### src/rtl/control_input_pkg.sv
// Shared encodings for the button conditioning block: rotate codes, cursor
// pulse bit positions, button indices and the cursor state machine states.
package control_input_pkg;

    localparam logic [1:0] ROT_UP    = 2'd0;
    localparam logic [1:0] ROT_RIGHT = 2'd1;
    localparam logic [1:0] ROT_DOWN  = 2'd2;
    localparam logic [1:0] ROT_LEFT  = 2'd3;

    localparam int KEY_RIGHT_BIT = 0;
    localparam int KEY_LEFT_BIT  = 1;

    localparam int NUM_BTN    = 5;
    localparam int BTN_UP     = 0;
    localparam int BTN_RIGHT  = 1;
    localparam int BTN_DOWN   = 2;
    localparam int BTN_LEFT   = 3;
    localparam int BTN_DECIDE = 4;

    typedef enum logic [1:0] {
        IDLE,
        HELD_R,
        HELD_L,
        BLOCKED
    } cursor_state_e;

    // Simultaneous direction rises resolve up > right > down > left.
    function automatic logic [1:0] rotate_select(input logic [3:0] dirRise);
        if (dirRise[BTN_UP])         return ROT_UP;
        else if (dirRise[BTN_RIGHT]) return ROT_RIGHT;
        else if (dirRise[BTN_DOWN])  return ROT_DOWN;
        else                         return ROT_LEFT;
    endfunction

endpackage

### src/rtl/control_input_if.sv
// Raw board buttons in, conditioned game controls out.
interface control_input_if;

    logic       btn_up_in;
    logic       btn_right_in;
    logic       btn_down_in;
    logic       btn_left_in;
    logic       btn_decide_in;
    logic       enable_in;
    logic [1:0] rotate_out;
    logic [1:0] key_input_out;
    logic       decide_out;

    modport master (
        output btn_up_in, btn_right_in, btn_down_in, btn_left_in, btn_decide_in, enable_in,
        input  rotate_out, key_input_out, decide_out
    );

    modport slave (
        input  btn_up_in, btn_right_in, btn_down_in, btn_left_in, btn_decide_in, enable_in,
        output rotate_out, key_input_out, decide_out
    );

endinterface

### src/rtl/control_input_button_debouncer.sv
// Two-flop synchroniser plus stable-count debouncer for one raw button,
// with a one-cycle rise flag derived from a registered copy of the level.
module button_debouncer #(
    parameter int DEBOUNCE_CYCLES = 650000,
    parameter int CNT_W           = 26
) (
    input  logic clk,
    input  logic rst,
    input  logic raw_in,
    output logic level_out,
    output logic rise_out
);

    localparam logic [CNT_W-1:0] CNT_LAST = CNT_W'(DEBOUNCE_CYCLES - 1);

    logic             sync1_q;
    logic             sync2_q;
    logic             level_q;
    logic             prev_q;
    logic [CNT_W-1:0] cnt_q;

    // The level only flips after the synchronised input has disagreed with it
    // for DEBOUNCE_CYCLES consecutive cycles; any agreement restarts the count.
    always_ff @(posedge clk or posedge rst) begin
        if (rst) begin
            sync1_q <= 1'b0;
            sync2_q <= 1'b0;
            level_q <= 1'b0;
            prev_q  <= 1'b0;
            cnt_q   <= '0;
        end else begin
            sync1_q <= raw_in;
            sync2_q <= sync1_q;
            prev_q  <= level_q;
            if (sync2_q == level_q) begin
                cnt_q <= '0;
            end else if (cnt_q == CNT_LAST) begin
                level_q <= ~level_q;
                cnt_q   <= '0;
            end else begin
                cnt_q <= cnt_q + 1'b1;
            end
        end
    end

    assign level_out = level_q;
    assign rise_out  = level_q & ~prev_q;

endmodule

### src/rtl/control_input.sv
// Turns five raw buttons into a held shield direction, cursor step pulses
// with hold-to-repeat, and a single confirm pulse for the game controller.
module control_input
    import control_input_pkg::*;
#(
    parameter int DEBOUNCE_CYCLES = 650000,
    parameter int REPEAT_DELAY    = 32500000,
    parameter int REPEAT_RATE     = 9750000,
    parameter int CNT_W           = 26
) (
    input  logic            clk,
    input  logic            rst,
    control_input_if.slave  bus
);

    localparam logic [CNT_W-1:0] RPT_FIRST  = CNT_W'(REPEAT_DELAY - 1);
    localparam logic [CNT_W-1:0] RPT_RELOAD = CNT_W'(REPEAT_DELAY - REPEAT_RATE);

    logic [NUM_BTN-1:0] rawBtn;
    logic [NUM_BTN-1:0] level;
    logic [NUM_BTN-1:0] rise;
    logic               unusedLevels;

    logic [1:0]         rotate_q;
    logic               decide_q;
    logic [1:0]         key_q;
    cursor_state_e      state_q;
    logic [CNT_W-1:0]   rptCnt_q;

    assign rawBtn = {bus.btn_decide_in, bus.btn_left_in, bus.btn_down_in,
                     bus.btn_right_in, bus.btn_up_in};

    for (genvar g = 0; g < NUM_BTN; g++) begin : g_btn
        button_debouncer #(
            .DEBOUNCE_CYCLES(DEBOUNCE_CYCLES),
            .CNT_W          (CNT_W)
        ) u_deb (
            .clk      (clk),
            .rst      (rst),
            .raw_in   (rawBtn[g]),
            .level_out(level[g]),
            .rise_out (rise[g])
        );
    end

    assign unusedLevels = ^{level[BTN_UP], level[BTN_DOWN], level[BTN_DECIDE]};

    always_ff @(posedge clk or posedge rst) begin
        if (rst) begin
            rotate_q <= ROT_UP;
            decide_q <= 1'b0;
        end else begin
            if (bus.enable_in && (|rise[3:0])) begin
                rotate_q <= rotate_select(rise[3:0]);
            end
            decide_q <= bus.enable_in & rise[BTN_DECIDE];
        end
    end

    // Cursor steps: one pulse per accepted press, then auto-repeat while held.
    // The repeat counter reloads so that after the first long delay it only
    // has REPEAT_RATE cycles left to run before the next pulse.
    always_ff @(posedge clk or posedge rst) begin
        if (rst) begin
            state_q  <= IDLE;
            rptCnt_q <= '0;
            key_q    <= 2'b00;
        end else if (!bus.enable_in) begin
            state_q  <= IDLE;
            rptCnt_q <= '0;
            key_q    <= 2'b00;
        end else begin
            key_q <= 2'b00;
            case (state_q)
                IDLE: begin
                    if (rise[BTN_RIGHT] && rise[BTN_LEFT]) begin
                        state_q <= BLOCKED;
                    end else if (rise[BTN_RIGHT]) begin
                        key_q[KEY_RIGHT_BIT] <= 1'b1;
                        state_q              <= HELD_R;
                        rptCnt_q             <= '0;
                    end else if (rise[BTN_LEFT]) begin
                        key_q[KEY_LEFT_BIT] <= 1'b1;
                        state_q             <= HELD_L;
                        rptCnt_q            <= '0;
                    end
                end
                HELD_R: begin
                    if (rise[BTN_LEFT]) begin
                        key_q[KEY_LEFT_BIT] <= 1'b1;
                        state_q             <= HELD_L;
                        rptCnt_q            <= '0;
                    end else if (!level[BTN_RIGHT]) begin
                        state_q  <= IDLE;
                        rptCnt_q <= '0;
                    end else if (rptCnt_q == RPT_FIRST) begin
                        key_q[KEY_RIGHT_BIT] <= 1'b1;
                        rptCnt_q             <= RPT_RELOAD;
                    end else begin
                        rptCnt_q <= rptCnt_q + 1'b1;
                    end
                end
                HELD_L: begin
                    if (rise[BTN_RIGHT]) begin
                        key_q[KEY_RIGHT_BIT] <= 1'b1;
                        state_q              <= HELD_R;
                        rptCnt_q             <= '0;
                    end else if (!level[BTN_LEFT]) begin
                        state_q  <= IDLE;
                        rptCnt_q <= '0;
                    end else if (rptCnt_q == RPT_FIRST) begin
                        key_q[KEY_LEFT_BIT] <= 1'b1;
                        rptCnt_q            <= RPT_RELOAD;
                    end else begin
                        rptCnt_q <= rptCnt_q + 1'b1;
                    end
                end
                BLOCKED: begin
                    if (!level[BTN_RIGHT] && !level[BTN_LEFT]) begin
                        state_q <= IDLE;
                    end
                end
                default: begin
                    state_q  <= IDLE;
                    rptCnt_q <= '0;
                end
            endcase
        end
    end

    assign bus.rotate_out    = rotate_q;
    assign bus.key_input_out = key_q;
    assign bus.decide_out    = decide_q;

endmodule
### src/flat_wrapper.sv
// flat-port wrapper written by rule: the top's interface ports become plain ports
module control_input_flat import control_input_pkg::*;
#(
    parameter int DEBOUNCE_CYCLES = 650000,
    parameter int REPEAT_DELAY    = 32500000,
    parameter int REPEAT_RATE     = 9750000,
    parameter int CNT_W           = 26
)
  (clk, rst, bus_btn_up_in, bus_btn_right_in, bus_btn_down_in, bus_btn_left_in, bus_btn_decide_in, bus_enable_in, bus_rotate_out, bus_key_input_out, bus_decide_out);
  control_input_if bus_i ();
  input  logic clk;
  input  logic rst;
  input wire logic [$bits(bus_i.btn_up_in)-1:0] bus_btn_up_in;
  input wire logic [$bits(bus_i.btn_right_in)-1:0] bus_btn_right_in;
  input wire logic [$bits(bus_i.btn_down_in)-1:0] bus_btn_down_in;
  input wire logic [$bits(bus_i.btn_left_in)-1:0] bus_btn_left_in;
  input wire logic [$bits(bus_i.btn_decide_in)-1:0] bus_btn_decide_in;
  input wire logic [$bits(bus_i.enable_in)-1:0] bus_enable_in;
  output wire logic [$bits(bus_i.rotate_out)-1:0] bus_rotate_out;
  output wire logic [$bits(bus_i.key_input_out)-1:0] bus_key_input_out;
  output wire logic [$bits(bus_i.decide_out)-1:0] bus_decide_out;
  assign bus_i.btn_up_in = bus_btn_up_in;
  assign bus_i.btn_right_in = bus_btn_right_in;
  assign bus_i.btn_down_in = bus_btn_down_in;
  assign bus_i.btn_left_in = bus_btn_left_in;
  assign bus_i.btn_decide_in = bus_btn_decide_in;
  assign bus_i.enable_in = bus_enable_in;
  assign bus_rotate_out = bus_i.rotate_out;
  assign bus_key_input_out = bus_i.key_input_out;
  assign bus_decide_out = bus_i.decide_out;
  control_input #(.DEBOUNCE_CYCLES(DEBOUNCE_CYCLES), .REPEAT_DELAY(REPEAT_DELAY), .REPEAT_RATE(REPEAT_RATE), .CNT_W(CNT_W)) u_core (.clk(clk), .rst(rst), .bus(bus_i));
endmodule
### config.mk
export PLATFORM = sky130hd
export DESIGN_NAME = control_input_flat
export DESIGN_NICKNAME = d
export VERILOG_FILES = /design/src/rtl/control_input_pkg.sv /design/src/rtl/control_input_if.sv /design/src/rtl/control_input_button_debouncer.sv /design/src/rtl/control_input.sv /design/src/flat_wrapper.sv
export SDC_FILE = /design/constraint.sdc
export NUM_CORES = 1
export LEC_CHECK = 0
export CAP_MARGIN = 10
export CELL_PAD_IN_SITES_DETAIL_PLACEMENT = 1
export CELL_PAD_IN_SITES_GLOBAL_PLACEMENT = 1
export CORE_UTILIZATION = 50
export DETAILED_ROUTE_END_ITERATION = 10
export PLACE_DENSITY = 0.88
export SYNTH_ARGS = -nofsm -noshare
export SYNTH_HDL_FRONTEND = slang
export SYNTH_SLANG_ARGS = --single-unit
### constraint.sdc
create_clock -name clk -period 14.3 [get_ports clk]
set_input_delay 2.86 -clock clk [delete_from_list [all_inputs] [get_ports clk]]
set_output_delay 2.86 -clock clk [all_outputs]
set_load 0.01 [all_outputs]
# [Yosys cells after proc, flatten, opt, wreduce, memory -nomap -nowiden]
# Cells that the tools add are included.
# W data, S select, Z words.
[totals] word_cells=136 latchBits=0 mem_count=0 register_bits=183 in_bits=8 rom_bits=0 output_inout_bits=5 ramBits=0
[op_classes] reduce_logical=14 n_bitwise=21 shift=0 n_addsub=6 n_mul=0 order_cmp=0 n_div=0 eq_ne=21 muxes=44
[op_table] cell="$mux W26" n=19
[op_table] cell="$add A26 B1 Y26 const B" n=6
[op_table] cell="$eq A26 B20 Y1 const B" n=5
[op_table] cell="$pmux W26 S3" n=1
[op_table] cell="$eq A26 B25 Y1 const B" n=1
[op_table] cell="$mux W2" n=13
[op_table] cell="$not A1 Y1" n=15
[op_table] cell="$ne A4 B4 Y1 const B" n=3
[op_table] cell="$reduce_and A2 Y1" n=5
[op_table] cell="$mux W1" n=9
[op_table] cell="$pmux W2 S4" n=1
[op_table] cell="$and A1 B1 Y1" n=6
[op_table] cell="$pmux W2 S3" n=1
[op_table] cell="$eq A1 B1 Y1" n=5
[op_table] cell="$ne A5 B4 Y1 const B" n=1
[op_table] cell="$eq A2 B2 Y1 const B" n=2
[op_table] cell="$ne A4 B1 Y1 const B" n=1
[op_table] cell="$reduce_and A4 Y1" n=1
[op_table] cell="$reduce_or A4 Y1" n=1
[op_table] cell="$logic_and A1 B1 Y1" n=3
[op_table] cell="$ne A3 B2 Y1 const B" n=1
[op_table] cell="$ne A3 B3 Y1 const B" n=1
[op_table] cell="$reduce_and A3 Y1" n=1
[op_table] cell="$eq A2 B1 Y1 const B" n=1
[op_table] cell="other kinds (2)" n=3

# [Depth between registers and ports, before layout]
[logic_depth] word_depth=7 depth_mapped=9 depth_no_buf=7

# [By module]
# A second synthesis with hierarchy kept.
[unflattened] hier_cells=994 area_unflattened_um2=9756.9
[modules_own_cells] module="button_debouncer at u_core.g_btn[0].u_deb ..." area_per_inst_um2=1544.0 seq_area_each_um2=750.7 cells_each=151 instances=4
[modules_own_cells] module="control_input" area_per_inst_um2=2110.8 seq_area_each_um2=825.8 cells_each=243 instances=1
[modules_own_cells] module="button_debouncer at u_core.g_btn[2].u_deb" area_per_inst_um2=1470.2 seq_area_each_um2=750.7 cells_each=147 instances=1

# [Least setup slack after synthesis]
# No wires, ideal clock.
[synth_path] kind="input port to flip-flop" from="in bus_enable_in" to="reg u_core.rptCnt_q[21]" setup_slack_ps=10332 path_stages=5 required_time_ps=14218 n_path_buf=1 setup_time_ps=82 t_arrival_ps=3886 path_cell_list="nand2_1 -> or2_0 -> clkbuf_1 -> or3b_2 -> a31oi_1"
[synth_between] elab_chain_cells=2 word_cells_on_any_way=5 classes_between="eq/ne (3); mux (1); reduce/logical (1)"
[synth_rtl] item="start, declared" line_no="flat_wrapper.sv:18" source="input wire logic [$bits(bus_i.enable_in)-1:0] bus_enable_in;"
[synth_rtl] item="$ne A4 B1 Y1 (no line) (tied with other cells)"
[synth_rtl] item="$reduce_and A3 Y1 (no line)"
[synth_rtl] item="end signal, assigned" line_no="control_input.sv:100" source="rptCnt_q <= rptCnt_q + 1'b1;"
[synth_rtl] item="end signal, assigned" line_no="control_input.sv:115" source="rptCnt_q <= rptCnt_q + 1'b1;"
[synth_rtl] item="end, declared" line_no="control_input.sv:28" source="logic [CNT_W-1:0] rptCnt_q;"
# Parallel ways exist; a longest one is shown, timed or not.
# A chain may end at the register's enable or synchronous reset.

# [Worst setup path after layout]
[layout_path] from="in bus_enable_in" to="reg u_core.rptCnt_q[23]"
# Same word-level chain as after synthesis.

==> results.cfg <==
[placed_design]
portBuffers = 12
gp_congestion = 0.872
dp_hpwl_mm = 13.7

[job]
drv_cap = 0

[detailed_routing]
drc = 0
routedWlPerCell_um = 18.4
drt_pass1_iterations = 4
drt-initial-drc-count = 335
ant_nets = 0
dr_total_vias = 6985
met2_wirelength_mm = 10.9
viasPerCell = 5.88
routed.top_layer = met4
dr_wl_met3_um = 688
totalWireLength_mm = 21.9
wl_met1_mm = 9.84

[timing]
worst_pin_slew_ns = 1.22
drv_slew = 0
whs_ns = 0.351
finClkSkew_ns = 0.0113
max_freq_mhz = 203
maxSlewHeadroom_pct = 17.7
fin_crit_sh_pct = 34.5
hold_viol_final = 0
fin_crit_ns = 4.93
final.setup.tns_ns = 0
finalSetupViolCount = 0
rsz0062_at_grt = no

[yosys]
synth_edf_count = 0
syn_avg_cell_area_sq_um = 9.58
ys.flop_type = dfrtp_1
seq_area_frac_synth_pct = 50.4
synth_seq_cells = 183
synth_top_cells_by_area = dfrtp_1 50%, xnor2_1 7.7%, nor2_1 6.6%, xor2_1 4.2%, nand3_1 4.0%
ys_warn_count = 0
async_reset_ff_share_pct = 100
yosys.area.top_type = dfrtp_1
syn_nets = 967
synth_top_area_share_pct = 50.4
synth_cells = 949
synth.distinct_cells = 54
syn_area_sq_um = 9090

[power_and_ir_drop]
internal_power_uw = 786
combinationalPowerShare_pct = 3.4
p_per_area_nw_per_um2 = 104
power_frac_clock_pct = 45.7
swShare_pct = 24.2
pwr-share-seq_pct = 50.8
finalPower_mw = 1.04
leakage_nw = 4.11
vdd_ir_drop_max_mv = 0.104
p_sw_uw = 251

[worst_setup_path]
crit_path_top_delay_cell = clkdlybuf4s50_1
start_kind = input pin
critPathTopFamily = simple AND/OR/NAND/NOR gates
crit_type = in2reg
cp_data_required_time_ns = 14.65
crit_path_cell_trace = clkdlybuf4s50_1 -> nand2_1 -> or2_0 -> or3b_2 -> a31oi_1
slowest_delay_ns = 1.06
crit_arrival_ns = 5.28
path_max_fanout = 22
worst-path-buf-inv = 1
crit_path_end_kind = flop

[clocking]
cts.sinks = 183
htreeDepth = 4
clk_latency_ns = 0.45
cts_resized = 0
cts_setup_buffers = 0
cts_buffers = 17
hold_buffers = 0
clk_pin_slew_worst_paths_ns = 0.07
clockRootBuffer = clkbuf_16
cts_tree = done
cts_buffer_depth = 2

[final_layout]
layout.nets = 967
syn2layout_area_growth_pct = 9.76
drive_gt1_share_pct = 5.09
fillCellCount = 1979
diodes = 0

[worst_hold_path]
min-delay-path-class = reg2reg

[global_route]
first_global_vias = 7560
grt_use_total_pct = 25.8
antenna_found_initial = 0
grt_first_pass_wirelength_mm = 37.6
grt_max_degree = 126
grt_overflow_total = 0

[floorplanning]
die_w_um = 137
start_util_pct = 51.8
pin_count = 13
rows = 48
coreArea_sq_um = 17500
die_h_um = 137
die_area_sq_um = 18700

[status]
outcome = finished, final reports clean
[layer usage]
layer  track usage (%)  vias to the layer above
met4              8.91                        0
met1              32.8                     3540
met3              5.48                       26
li1                  -                     3308
met2              43.4                      111
met5                 0                        -
[cells in the final DEF (no fill, tap or decap), drive strengths merged, types with 10 or more instances in the layout]
master / instances
xnor2: 80
and3: 28
a31oi: 22
nor2: 161
inv: 35
ha: 10
and4: 11
xor2: 44
nor3: 31
nand4: 35
nand2: 57
nand3: 73
a21oi: 14
clkdlybuf4s50: 12
dfrtp: 183
nor4: 31
clkbuf: 20
[flip-flops by register name (all words and copies together) (netlist names), 2 cells and up]
| signal | count |
|---|---|
| u_core.bus.key_input_out | 2 |
| u_core.bus.rotate_out | 2 |
| u_core.g_btn.u_deb.cnt_q | 130 |
| u_core.g_btn.u_deb.level_out | 5 |
| u_core.g_btn.u_deb.prev_q | 5 |
| u_core.g_btn.u_deb.sync1_q | 5 |
| u_core.g_btn.u_deb.sync2_q | 5 |
| u_core.rptCnt_q | 26 |
| u_core.state_q | 2 |
[cells by family after synthesis]
| kind of cell | count (synthesis) | synth area share (%) |
|---|---|---|
| compound gates | 77 | 5.74 |
| xor+xnor | 124 | 11.9 |
| fa+ha+maj | 10 | 1.38 |
| buf+inv | 64 | 2.75 |
| flops | 183 | 50.4 |
| mux | 9 | 1.06 |
| simple gates | 482 | 26.7 |
[power by group through the flow]
stage / clock (mW) / combinational, mW / sequential (mW)
global route: 0.503 / 0.0411 / 0.528
CTS: 0.486 / 0.0366 / 0.528
detailed placement: 0 / 0.0361 / 0.537
floorplan: 0 / 0.0263 / 0.536
global placement: 0 / 0.0347 / 0.537
finish: 0.475 / 0.0355 / 0.527
[synthesized netlist by cell type (2+ instances only)]
| cell | instances |
|---|---|
| o21ai_0 | 6 |
| xnor2_1 | 80 |
| and3_1 | 28 |
| ha_1 | 10 |
| o21a_1 | 2 |
| nand4_1 | 35 |
| mux2i_1 | 4 |
| nand2_1 | 57 |
| o22a_1 | 4 |
| nor4b_1 | 9 |
| nand4b_1 | 2 |
| clkbuf_1 | 27 |
| nor3_1 | 31 |
| a21o_1 | 2 |
| mux2_2 | 5 |
| o211ai_1 | 4 |
| and4_1 | 11 |
| a41oi_1 | 5 |
| nand3_1 | 72 |
| a22oi_1 | 7 |
| and2_1 | 7 |
| nor4_1 | 30 |
| a31oi_1 | 22 |
| or4_1 | 6 |
| and2b_1 | 2 |
| inv_1 | 29 |
| nor2_1 | 161 |
| or2_2 | 2 |
| xor2_1 | 44 |
| nand2b_1 | 7 |
| dfrtp_1 | 183 |
| or3b_2 | 2 |
| nor2b_1 | 4 |
| buf_2 | 8 |
| a21oi_1 | 14 |
| or3_1 | 9 |
[area by class of cell]
cell class                      count  area (sq um)  area share [%]
Tap cell                          225           282            2.82
Timing Repair Buffer               16           150            1.51
Clock inverter                     12           133            1.33
Multi-Input combinational cell    702          4260            42.7
Inverter                           29           116            1.17
Clock buffer                       20           457            4.58
Sequential cell                   183          4580            45.9
[per-stage QoR]
step	utilization (%)	setup WS, ns	cells	instance area, sq um
floorplan	-	6.47	949	9090
global placement	53.5	9.04	1155	9390
detailed placement	53.5	8.95	1155	9390
CTS	56.9	9.42	1187	9980
global route	56.9	9.26	1187	9980
finish	56.9	9.37	1187	9980
[worst paths after layout]
kind | startpoint | endpoint | slack (ns) | cells after the start
min in group asynchronous | rst | u_core.g_btn[4].u_deb.sync1_q$_DFF_PP0_ | 2.99 | 2
max in group asynchronous | rst | u_core.rptCnt_q[19]$_DFFE_PP0P_ | 10.00 | 3
worst min-delay path | u_core.g_btn[0].u_deb.sync1_q$_DFF_PP0_ | u_core.g_btn[0].u_deb.sync2_q$_DFF_PP0_ | 0.35 | 0
worst max register to register | u_core.g_btn[1].u_deb.cnt_q[13]$_DFF_PP0_ | u_core.g_btn[1].u_deb.cnt_q[7]$_DFF_PP0_ | 11.54 | 5
worst min register to register | u_core.g_btn[0].u_deb.sync1_q$_DFF_PP0_ | u_core.g_btn[0].u_deb.sync2_q$_DFF_PP0_ | 0.35 | 0
worst max-delay path | bus_enable_in | u_core.rptCnt_q[23]$_DFFE_PP0P_ | 9.37 | 5
No activity file was read; power rests on OpenSTA's default activity.
